==> src/rtl/shift_left_mc_if.sv <==
// Handshake and data bundle for the multicycle left shifter.
// The master issues operations; the slave (the shifter) returns results.
interface shift_left_mc_if;
    logic        ctrl_shift;
    logic [31:0] data_operandA;
    logic [4:0]  ctrl_shiftamt;
    logic [31:0] data_result;
    logic        data_overflow;
    logic        data_resultRDY;
    logic        busy;

    modport master (
        output ctrl_shift, data_operandA, ctrl_shiftamt,
        input  data_result, data_overflow, data_resultRDY, busy
    );

    modport slave (
        input  ctrl_shift, data_operandA, ctrl_shiftamt,
        output data_result, data_overflow, data_resultRDY, busy
    );
endinterface

==> src/rtl/shift_left_mc.sv <==
// Multicycle 32-bit logical left shifter: one conditional stage (16,8,4,2,1) per cycle,
// followed by a one-cycle ready strobe, with overflow flagging any 1 shifted past bit 31.
module shift_left_mc (
    input logic           clock,
    input logic           reset,
    shift_left_mc_if.slave bus
);

    typedef enum logic [1:0] {IDLE, SHIFT, DONE} state_e;

    state_e      state_q, state_d;
    logic [2:0]  k_q, k_d;
    logic [31:0] value_q, value_d;
    logic [4:0]  amt_q, amt_d;
    logic        ovf_q, ovf_d;
    logic        rdy_q, rdy_d;
    logic        busy_q, busy_d;

    logic [5:0]  step;
    logic [31:0] out_mask;

    // Stage width is 2^k; out_mask selects the top 2^k bits that this stage pushes out.
    always_comb begin
        step     = 6'd1 << k_q;
        out_mask = ~(32'hFFFF_FFFF >> step);
    end

    always_comb begin
        state_d = state_q;
        k_d     = k_q;
        value_d = value_q;
        amt_d   = amt_q;
        ovf_d   = ovf_q;
        rdy_d   = 1'b0;
        busy_d  = 1'b0;

        case (state_q)
            IDLE, DONE: begin
                if (bus.ctrl_shift) begin
                    value_d = bus.data_operandA;
                    amt_d   = bus.ctrl_shiftamt;
                    ovf_d   = 1'b0;
                    k_d     = 3'd4;
                    state_d = SHIFT;
                    busy_d  = 1'b1;
                end else begin
                    state_d = IDLE;
                end
            end
            SHIFT: begin
                if (amt_q[k_q]) begin
                    value_d = value_q << step;
                    ovf_d   = ovf_q | (|(value_q & out_mask));
                end
                if (k_q == 3'd0) begin
                    state_d = DONE;
                    rdy_d   = 1'b1;
                end else begin
                    k_d    = k_q - 3'd1;
                    busy_d = 1'b1;
                end
            end
            default: begin
                state_d = IDLE;
            end
        endcase
    end

    always_ff @(posedge clock or negedge reset) begin
        if (!reset) begin
            state_q <= IDLE;
            k_q     <= 3'd4;
            value_q <= '0;
            amt_q   <= '0;
            ovf_q   <= 1'b0;
            rdy_q   <= 1'b0;
            busy_q  <= 1'b0;
        end else begin
            state_q <= state_d;
            k_q     <= k_d;
            value_q <= value_d;
            amt_q   <= amt_d;
            ovf_q   <= ovf_d;
            rdy_q   <= rdy_d;
            busy_q  <= busy_d;
        end
    end

    assign bus.data_result    = value_q;
    assign bus.data_overflow  = ovf_q;
    assign bus.data_resultRDY = rdy_q;
    assign bus.busy           = busy_q;

endmodule

==> src/flat_wrapper.sv <==
// flat-port wrapper written by rule: the top's interface ports become plain ports
module shift_left_mc_flat 
  (clock, reset, bus_ctrl_shift, bus_data_operandA, bus_ctrl_shiftamt, bus_data_result, bus_data_overflow, bus_data_resultRDY, bus_busy);
  shift_left_mc_if bus_i ();
  input logic clock;
  input logic reset;
  input wire logic [$bits(bus_i.ctrl_shift)-1:0] bus_ctrl_shift;
  input wire logic [$bits(bus_i.data_operandA)-1:0] bus_data_operandA;
  input wire logic [$bits(bus_i.ctrl_shiftamt)-1:0] bus_ctrl_shiftamt;
  output wire logic [$bits(bus_i.data_result)-1:0] bus_data_result;
  output wire logic [$bits(bus_i.data_overflow)-1:0] bus_data_overflow;
  output wire logic [$bits(bus_i.data_resultRDY)-1:0] bus_data_resultRDY;
  output wire logic [$bits(bus_i.busy)-1:0] bus_busy;
  assign bus_i.ctrl_shift = bus_ctrl_shift;
  assign bus_i.data_operandA = bus_data_operandA;
  assign bus_i.ctrl_shiftamt = bus_ctrl_shiftamt;
  assign bus_data_result = bus_i.data_result;
  assign bus_data_overflow = bus_i.data_overflow;
  assign bus_data_resultRDY = bus_i.data_resultRDY;
  assign bus_busy = bus_i.busy;
  shift_left_mc u_core (.clock(clock), .reset(reset), .bus(bus_i));
endmodule
==> config.mk <==
export PLATFORM = sky130hd
export DESIGN_NAME = shift_left_mc_flat
export DESIGN_NICKNAME = d
export VERILOG_FILES = /design/src/rtl/shift_left_mc_if.sv /design/src/rtl/shift_left_mc.sv /design/src/flat_wrapper.sv
export SDC_FILE = /design/constraint.sdc
export NUM_CORES = 1
export LEC_CHECK = 0
export CAP_MARGIN = 20
export CORE_ASPECT_RATIO = 1.5
export CORE_MARGIN = 2
export CORE_UTILIZATION = 45
export CTS_BUF_LIST = sky130_fd_sc_hd__clkbuf_2
export CTS_CLUSTER_DIAMETER = 200
export DETAILED_ROUTE_END_ITERATION = 12
export GPL_TIMING_DRIVEN = 0
export PLACE_DENSITY = 0.79
export SLEW_MARGIN = 25
export SYNTH_ARGS = -nofsm -noshare
export SYNTH_HDL_FRONTEND = slang
export SYNTH_SLANG_ARGS = --single-unit
==> constraint.sdc <==
create_clock -name clock -period 2.65 [get_ports clock]
set_input_delay 0.795 -clock clock [delete_from_list [all_inputs] [get_ports clock]]
set_output_delay 0.795 -clock clock [all_outputs]
set_load 0.005 [all_outputs]
==> results.cfg, run 1 <==
[clocking]
postCtsHoldBufs = 0
insertion_delay_ns = 0.50
clockBufferDepth = 2
cts_tree = yes
numCtsBuffers = 5
root_buffer = clkbuf_2
h-tree-depth = 2
clock-sinks = 45
clkTransAtPathRegs_ns = 0.31

[timing]
setup_tns_ns = -0.334
setup_ws_ns = -0.0719
finalHoldViolCount = 0
setup_violations = 12
fin_crit_sh = 1.03
max_slew.worst_pin.slew_ns = 0.799
maxSlewHeadroom = 0.465
rsz0062_at_grt = true
finalMaxSlewViolations = 0
max_freq_mhz = 367
clock_skew_ns = 0.0530
fin_crit_ns = 2.72

[final_layout]
final_cells = 688
utilization = 0.638
final_cell_mix = clkdlybuf4s50_1, nand2_1, dfrtp_1
drive_gt1_frac = 0.256
fillCellCount = 813
layout_commonest_cell = clkdlybuf4s50_1
area_growth_pct = 37.9
nNetsFinal = 619

[place]
dpl.hpwl_um = 13400
portBuffers = 74
place_inst = 656
place.gp.congestion = 1.00
pre_cts_slack_ns = -0.742

[logic_synthesis]
avgSynthCellArea_um2 = 9.13
yosysTopAreaCell = dfrtp_1
synth_async_sr_flop_share = 1.00
synth.area.top_cells = dfrtp_1, mux2i_1, mux4_2
synth_ff_type = dfrtp_1
seq_area_frac_synth = 0.263
syn-instance-count = 469
synth_cell_type_count = 62
synth_top_area_frac = 0.257
yosysWarnings = 0
netlist_area_um2 = 4280
synthesis.nets = 514
synth_edf_count = 0
synth-seq-cells = 45

[power]
p_total_mw = 8.95
clock_power_share = 0.049
leakagePower_nw = 2.29
p_per_area_nw_per_um2 = 1520
ir_drop_uv = 678
p_switching_mw = 4.61
switching_share = 0.515
seq_power_share = 0.178
pwr-share-comb = 0.773
p_int_mw = 4.35

[critical_path]
cp-startpoint = u_core.k_q[1]$_DFFE_PN0P_
r2r_end = u_core.bus.data_result[21]$_DFFE_PN0P_
r2r-start = u_core.k_q[1]$_DFFE_PN0P_
critPathRequiredTime_ns = 3.03
worst-setup-path-type = reg -> reg
worstSetupStartpointType = flip-flop
ff2ff_setup_slack_ns = -0.07
cp.arrival_ns = 3.10
r2r_cells = 11
worstPathMaxFanout = 6
setup.worst_path.end = u_core.bus.data_result[21]$_DFFE_PN0P_
endpoint_kind = flip-flop

[global_route]
grt_pass1_vias = 4796
grt_pass1_wl_um = 28400
overflow = 0
grt_max_degree = 27
grtUsageTotal = 0.363
antenna_found_initial = 1

[worst_hold_path]
min_path_type = in -> async

[routing]
drtAntennaViolNets = 0
drc = 0
dr.pass1.iters = 6
dr_total_vias = 4948
vias_per_cell = 7.19
drt_iter0_markers = 698
post_drt_wl_per_cell_um = 27.6
routed_wl_um = 19000

[floorplan]
die_area_um2 = 10300
die_x_um = 83.7
rows = 43
coreArea_um2 = 9250
initial_core_util = 0.463
die-height_um = 123
ioPinCount = 75

[outcome]
violations = setup timing
outcome = finished with violations

[job]
cap_violations = 0
==> stage by stage <==
step / hold slack (ns) / cell area (µm²)
finish: 0.208 / 5910
global route: 0.250 / 5910
CTS: 0.236 / 5700
detailed placement: 0.490 / 5190
global placement: 0.482 / 5160
floorplan: 0.460 / 4280
==> repair_timing <==
action	in CTS	in global routing
pin swaps	13	15
buffers inserted	18	6
cloned	2	0
gates resized for setup	76	47
endpoints found under the setup margin	33	31
==> cell type report <==
type	count	area, µm²	share of cell area
well taps	112	140	0.0237
inverters	7	31.3	0.00530
clock inverters	2	38.8	0.00657
repair buffers	100	1020	0.173
diodes	1	2.50	0.000424
multi-input cells	368	3220	0.545
clock buffers	6	30.0	0.00508
flip-flops and latches	45	1130	0.191
plain buffers	47	295	0.0500
==> sequential cells by signal (all words and copies together) (netlist names) <==
name / flops
u_core.k_q: 3
u_core.state_q: 2
u_core.bus.busy: 1
u_core.bus.data_overflow: 1
u_core.bus.data_result: 32
u_core.bus.data_resultRDY: 1
u_core.amt_q: 5
==> synth_stat cells (all sizes together) (6+ instances only) <==
cell type / n
a211o: 6
a21oi: 16
a221o: 9
a22o: 10
a22oi: 25
buf: 20
clkbuf: 29
dfrtp: 44
inv: 7
mux2: 11
mux2i: 37
mux4: 22
nand2: 51
nand2b: 9
nand3: 10
nor2: 30
nor2b: 6
nor4: 8
o21ai: 30
o22ai: 13
==> kinds of logic after synthesis <==
family          count (synthesis)  synth area share
simple gates                  138             0.157
compound gates                154             0.257
buf+inv                        56            0.0654
mux                            70             0.240
xor+xnor                        1           0.00205
fa+ha+maj                       5            0.0146
flops                          45             0.263
==> how the worst min path moves through the flow <==
stage,start,endpoint,slack [ns],depth (start not counted)
after detailed placement,u_core.bus.data_overflow$_DFFE_PN0P_,u_core.bus.data_overflow$_DFFE_PN0P_,0.49,1
after global placement,u_core.bus.data_overflow$_DFFE_PN0P_,u_core.bus.data_overflow$_DFFE_PN0P_,0.48,1
after CTS,reset,u_core.k_q[1]$_DFFE_PN0P_,0.24,1
after global routing,reset,u_core.bus.data_result[8]$_DFFE_PN0P_,0.25,1
after floorplan,u_core.amt_q[4]$_DFFE_PN0P_,u_core.amt_q[4]$_DFFE_PN0P_,0.46,2
final,reset,u_core.bus.data_result[8]$_DFFE_PN0P_,0.21,1
==> routing by layer <==
metal | track usage | vias up | share of wire
li1 | - | 2041 | -
met1 | 0.438 | 2381 | 0.36
met2 | 0.589 | 401 | 0.47
met3 | 0.0674 | 125 | 0.086
met4 | 0.251 | 0 | 0.082
met5 | 0 | - | 0
==> worst max-delay path, cell delays in order, from the launching register on <==
cell	delay [ns]
dfrtp_1	0.47
clkbuf_8	0.16
inv_6	0.06
ha_4	0.15
nor2b_4	0.15
buf_8	0.15
buf_6	0.12
mux4_2	0.54
a22oi_2	0.30
a22o_1	0.18
a211oi_2	0.04
a221o_1	0.28
==> power groups by stage <==
stage	clock network, mW	logic, mW	registers (mW)
after floorplan	0	3.54	1.37
after global placement	0	5.38	1.55
after detailed placement	0	5.43	1.56
after CTS	0.439	6.26	1.54
after global routing	0.472	7.28	1.61
final	0.443	6.92	1.59
Power figures use the tool's default switching activity.
==> inputs of run 2 (changes only) <==
--- a/config.mk
+++ b/config.mk
@@ -6,7 +6,6 @@
 export NUM_CORES = 1
 export LEC_CHECK = 0
 export CAP_MARGIN = 20
-export CORE_ASPECT_RATIO = 1.5
 export CORE_MARGIN = 2
 export CORE_UTILIZATION = 45
 export CTS_BUF_LIST = sky130_fd_sc_hd__clkbuf_2
@@ -14,6 +13,7 @@
 export DETAILED_ROUTE_END_ITERATION = 12
 export GPL_TIMING_DRIVEN = 0
 export PLACE_DENSITY = 0.79
+export SETUP_SLACK_MARGIN = 0.1
 export SLEW_MARGIN = 25
 export SYNTH_ARGS = -nofsm -noshare
 export SYNTH_HDL_FRONTEND = slang
==> run 2 against run 1 <==
The flow now finishes without violations. Cell count grew 3.5%. Design area grew 1.7%. First-iteration DRC count down 10%. Combinational power grew 2%. Flip-flop and latch count unchanged. Largest power group unchanged. Highest routed layer unchanged.
==> results.cfg, run 2 (synthesis gave the netlist of run 1 again) <==
[place]
dpl.hpwl_um = 12700
portBuffers = 74
place.gp.congestion = 0.993
pre_cts_slack_ns = -0.688

[timing]
fin_crit_ns = 2.58
setup_ws_ns = 0.0711
fin_crit_sh = 0.973
maxSlewHeadroom = 0.548
clock_skew_ns = 0.0414
setup_violations = 0
finalHoldViolCount = 0
max_freq_mhz = 388
finalMaxSlewViolations = 0
rsz0062_at_grt = true
max_slew.worst_pin.slew_ns = 0.678

[global_route]
grt_pass1_vias = 4693
antenna_found_initial = 0
grt_pass1_wl_um = 27400
grtUsageTotal = 0.350
overflow = 0
grt_max_degree = 24

[clocking]
cts_tree = yes
h-tree-depth = 2
postCtsHoldBufs = 0
root_buffer = clkbuf_2
clockBufferDepth = 2
insertion_delay_ns = 0.47
clkTransAtPathRegs_ns = 0.30
numCtsBuffers = 5
clock-sinks = 45

[routing]
dr_total_vias = 4877
drt_iter0_markers = 627
dr.pass1.iters = 5
drc = 0
routed_wl_um = 17900
drtAntennaViolNets = 0
vias_per_cell = 6.85
post_drt_wl_per_cell_um = 25.2

[final_layout]
area_growth_pct = 40.2
register_area_um2 = 1130
final_cell_mix = clkdlybuf4s50_1, nand2_1, dfrtp_1
drive_gt1_frac = 0.286
largest_reg_flops = 32
multiInputGateArea_um2 = 3220
antenna_cells = 0
fillCellCount = 780
nNetsFinal = 627
layout_commonest_cell = clkdlybuf4s50_1

[power]
ir_drop_uv = 799
p_int_mw = 4.35
pwr-share-comb = 0.786
leakagePower_nw = 2.32
p_per_area_nw_per_um2 = 1490
clock_power_share = 0.038
switching_share = 0.513
p_switching_mw = 4.59
p_total_mw = 8.94
seq_power_share = 0.176

[floorplan]
die_area_um2 = 10300
coreArea_um2 = 9240
initial_core_util = 0.464
die-height_um = 102
die_x_um = 102
ioPinCount = 75
rows = 35

[critical_path]
endpoint_kind = flip-flop
worstPathMaxFanout = 10
critPathRequiredTime_ns = 3.03
worst-setup-path-type = reg -> reg
cp.arrival_ns = 2.96
worstSetupStartpointType = flip-flop

[job]
cap_violations = 0

[outcome]
outcome = finished clean

[worst_hold_path]
min_path_type = in -> async
run 2: changes by cell type in the layout (fill, tap and decap cells not counted), moves of 3 or more:
cell,delta
o21ai_1,-5
mux2_4,-3
buf_6,+4
clkbuf_2,-4
o21ai_2,+3
mux2_2,+3
buf_4,+9
run 2: worst max-delay path, stage by stage (launching register included):
cell	delay, ns
dfrtp_2	0.49
buf_4	0.17
ha_1	0.27
buf_6	0.18
nor3b_4	0.39
a22o_1	0.31
a2111oi_4	0.08
buf_4	0.17
nor2_1	0.13
nor4_2	0.05
a221o_1	0.27
run 2: power groups by stage:
| stage | clock (mW) | sequential, mW | combinational, mW |
|---|---|---|---|
| floorplan | 0 | 1.37 | 3.57 |
| global placement | 0 | 1.53 | 5.38 |
| detailed placement | 0 | 1.54 | 5.47 |
| CTS | 0.342 | 1.51 | 6.18 |
| global route | 0.370 | 1.60 | 7.39 |
| finish | 0.342 | 1.57 | 7.03 |
run 2: repair_timing:
| action | CTS | global route |
|---|---|---|
| gates resized for setup | 68 | 75 |
| setup buffers | 15 | 15 |
| cloned | 1 | 1 |
| pin swaps | 8 | 26 |
| endpoints found under the setup margin | 33 | 37 |
run 2: final timing paths:
check                      cells after the start                                     end  slack [ns]                                  from
min in group clock                             1    u_core.bus.data_overflow$_DFFE_PN0P_        0.54  u_core.bus.data_overflow$_DFFE_PN0P_
max in group asynchronous                      2  u_core.bus.data_result[25]$_DFFE_PN0P_        1.85                                 reset
min                                            1   u_core.bus.data_result[8]$_DFFE_PN0P_        0.25                                 reset
min reg2reg                                    1    u_core.bus.data_overflow$_DFFE_PN0P_        0.54  u_core.bus.data_overflow$_DFFE_PN0P_
max                                           10  u_core.bus.data_result[16]$_DFFE_PN0P_        0.07             u_core.k_q[0]$_DFFE_PN0P_
max reg2reg                                   10  u_core.bus.data_result[16]$_DFFE_PN0P_        0.07             u_core.k_q[0]$_DFFE_PN0P_
run 2: per-layer routing:
| layer | up-vias | GRT usage | share of wire |
|---|---|---|---|
| li1 | 2055 | - | - |
| met1 | 2352 | 0.473 | 0.38 |
| met2 | 388 | 0.550 | 0.46 |
| met3 | 82 | 0.0759 | 0.12 |
| met4 | 0 | 0.132 | 0.043 |
| met5 | - | 0 | 0 |
run 2: layout make-up:
type | instances | share of cell area
Inverter | 7 | 0.00563
Timing Repair Buffer | 107 | 0.177
Buffer | 48 | 0.0592
Clock inverter | 2 | 0.00250
Multi-Input combinational cell | 368 | 0.536
Sequential cell | 45 | 0.188
Clock buffer | 6 | 0.00500
Tap cell | 129 | 0.0269
run 2: metrics by stage:
stage	utilization	hold slack (ns)	cells	TNS [ns]	instance area [µm²]
floorplan	-	0.460	469	0	4310
global placement	0.564	0.484	672	-39.31	5210
detailed placement	0.568	0.487	673	-16.91	5240
CTS	0.616	0.280	697	-0.00836	5690
global route	0.650	0.309	712	-0.0377	6010
finish	0.650	0.250	712	0	6010
==> inputs of run 3 (changes only) <==
--- a/config.mk
+++ b/config.mk
@@ -7,12 +7,11 @@
 export LEC_CHECK = 0
 export CAP_MARGIN = 20
 export CORE_MARGIN = 2
-export CORE_UTILIZATION = 45
+export CORE_UTILIZATION = 38
 export CTS_BUF_LIST = sky130_fd_sc_hd__clkbuf_2
-export CTS_CLUSTER_DIAMETER = 200
 export DETAILED_ROUTE_END_ITERATION = 12
 export GPL_TIMING_DRIVEN = 0
-export PLACE_DENSITY = 0.79
+export PLACE_DENSITY = 0.7
 export SETUP_SLACK_MARGIN = 0.1
 export SLEW_MARGIN = 25
 export SYNTH_ARGS = -nofsm -noshare
==> run 3 against run 2 <==
The run now ends with setup timing left. Sequential power barely moved. Sequential share of layout area fell by 0.084 points. Critical path depth rose by 3. Global-route usage fell by 4.3 points. Core utilization fell by 9.8 points. Setup slack got worse by 0.17 ns. Routed wire length rose by 5.5%. Critical endpoint is now u_core.bus.data_result[15]$_DFFE_PN0P_. Highest routed layer unchanged.
==> results.cfg, run 3 (synthesis gave the netlist of run 1 again) <==
[routing]
routed_wl_um = 18900
dr.max_layer_used = met4
post_drt_wl_per_cell_um = 26.1
drtAntennaViolNets = 0
drc = 0
met1_length_um = 7430
vias_per_cell = 6.82
dr.pass1.iters = 7
dr_total_vias = 4946
met2_length_um = 8740
drt_iter0_markers = 708
wl_met3_um = 1840

[critical_path]
r2r_cells = 13
worstSetupStartpointType = flip-flop
worstPathCellList = clkbuf_8 > inv_6 > ha_4 > buf_6 > nor2b_4 > buf_8 > buf_12 > buf_12 > mux4_2 > mux2i_4 > mux2i_2 > a222oi_1 > inv_1
critPathMaxStageDelay_ns = 0.52
worst-setup-path-type = reg -> reg
crit_top_cell = buf_12
r2r-start = u_core.k_q[1]$_DFFE_PN0P_
cp-startpoint = u_core.k_q[1]$_DFFE_PN0P_
critPathRequiredTime_ns = 3.05
r2r_end = u_core.bus.data_result[15]$_DFFE_PN0P_
endpoint_kind = flip-flop
ff2ff_setup_slack_ns = -0.10
cp.arrival_ns = 3.16
worstPathMaxFanout = 8
crit_path_top_delay_cell = mux4_2

[place]
pre_cts_slack_ns = -0.645
dpl.hpwl_um = 13000
portBuffers = 74
place.gp.congestion = 0.982

[global_route]
grt_pass1_wl_um = 27800
overflow = 0
grtUsageTotal = 0.306
antenna_found_initial = 0
grt_pass1_vias = 4771
grt_max_degree = 46

[clocking]
insertion_delay_ns = 0.50
root_buffer = clkbuf_2
cts_tree = yes
h-tree-depth = 2
clock-sinks = 45
clkTransAtPathRegs_ns = 0.31
numCtsBuffers = 5
clockBufferDepth = 2
postCtsHoldBufs = 0

[power]
pwr-share-comb = 0.784
p_per_area_nw_per_um2 = 1490
ir_drop_uv = 534
seq_power_share = 0.177
leakagePower_nw = 2.33
p_int_mw = 4.33
p_switching_mw = 4.64
clock_power_share = 0.040
switching_share = 0.517

[outcome]
violations = setup timing
outcome = finished with violations

[timing]
clock_skew_ns = 0.0266
setup_violations = 15
whs_ns = 0.257
maxSlewHeadroom = 0.529
setup_tns_ns = -0.546
setup_ws_ns = -0.101
fin_crit_ns = 2.75
rsz0062_at_grt = true
finalMaxSlewViolations = 0
max_slew.worst_pin.slew_ns = 0.705
max_freq_mhz = 364
fin_crit_sh = 1.04
finalHoldViolCount = 0

[floorplan]
coreArea_um2 = 10900
initial_core_util = 0.392
die_area_um2 = 12100
ioPinCount = 75
die_x_um = 110
die-height_um = 110
rows = 38

[job]
cap_violations = 0

[final_layout]
drive_gt1_frac = 0.287
layout_commonest_cell = clkdlybuf4s50_1
final_cell_mix = clkdlybuf4s50_1, nand2_1, dfrtp_1
fillCellCount = 1001
utilization = 0.552
largest_reg_flops = 32
nNetsFinal = 629
area_growth_pct = 41.0
antenna_cells = 0

[worst_hold_path]
min_path_type = in -> async
[run 3: cell count changes in the layout (fill, tap and decap cells not counted), sizes merged]
cell / before / now
inv: 7 / 8
clkbuf: 33 / 35
clkinv: 0 / 1
nor4: 8 / 9
clkinvlp: 2 / 1
buf: 55 / 53
[run 3: metrics by stage]
step	std cells	power (mW)	cell area (µm²)
5_1_grt	725	9.39	6040
2_1_floorplan	469	4.94	4310
3_5_place_dp	683	6.98	5230
3_3_place_gp	683	6.96	5220
4_1_cts	712	8.21	5750
6_report	725	8.97	6040
[run 3: worst max-delay path, delay by kind of cell (launching register included)]
kind | cells | cell delay (ns)
simple gates | 1 | 0.14
buf+inv | 7 | 0.76
fa+ha+maj | 1 | 0.11
flops | 1 | 0.47
mux | 3 | 0.85
compound gates | 1 | 0.33
[run 3: area by class of cell]
cell class	count	area, µm²	area share
Tap cell	140	175	0.0290
Clock buffer	5	25.0	0.00414
Sequential cell	45	1130	0.187
Buffer	49	335	0.0555
Inverter	7	31.3	0.00518
Multi-Input combinational cell	369	3260	0.539
Timing Repair Buffer	107	1060	0.176
Clock inverter	3	21.3	0.00352
[run 3: how the worst max path moves through the flow]
stage,cells after the start,to,slack [ns]
after floorplan,11,u_core.bus.data_result[15]$_DFFE_PN0P_,0.11
after global placement,9,u_core.bus.data_result[16]$_DFFE_PN0P_,-0.90
after detailed placement,11,u_core.bus.data_result[19]$_DFFE_PN0P_,-0.64
after CTS,13,u_core.bus.data_result[15]$_DFFE_PN0P_,-0.04
after global routing,13,u_core.bus.data_result[15]$_DFFE_PN0P_,-0.11
final,13,u_core.bus.data_result[15]$_DFFE_PN0P_,-0.10
[run 3: per-layer routing]
layer	GRT usage	up-vias
li1	-	2068
met1	0.401	2403
met2	0.494	384
met3	0.0553	91
met4	0.136	0
met5	0	-
[run 3: repair_timing]
item                       4_1_cts  5_1_grt
gates cloned                     1        1
setup endpoints to repair       35       36
hold endpoints to repair         0        0
pin swaps                       12       16
setup buffers                   20       13
gates resized for setup         81       60
[run 3: power groups by stage]
stage | clock network (mW) | logic, mW | registers (mW)
after floorplan | 0 | 3.57 | 1.37
after global placement | 0 | 5.40 | 1.55
after detailed placement | 0 | 5.42 | 1.56
after CTS | 0.359 | 6.32 | 1.53
after global routing | 0.385 | 7.41 | 1.60
final | 0.356 | 7.03 | 1.58
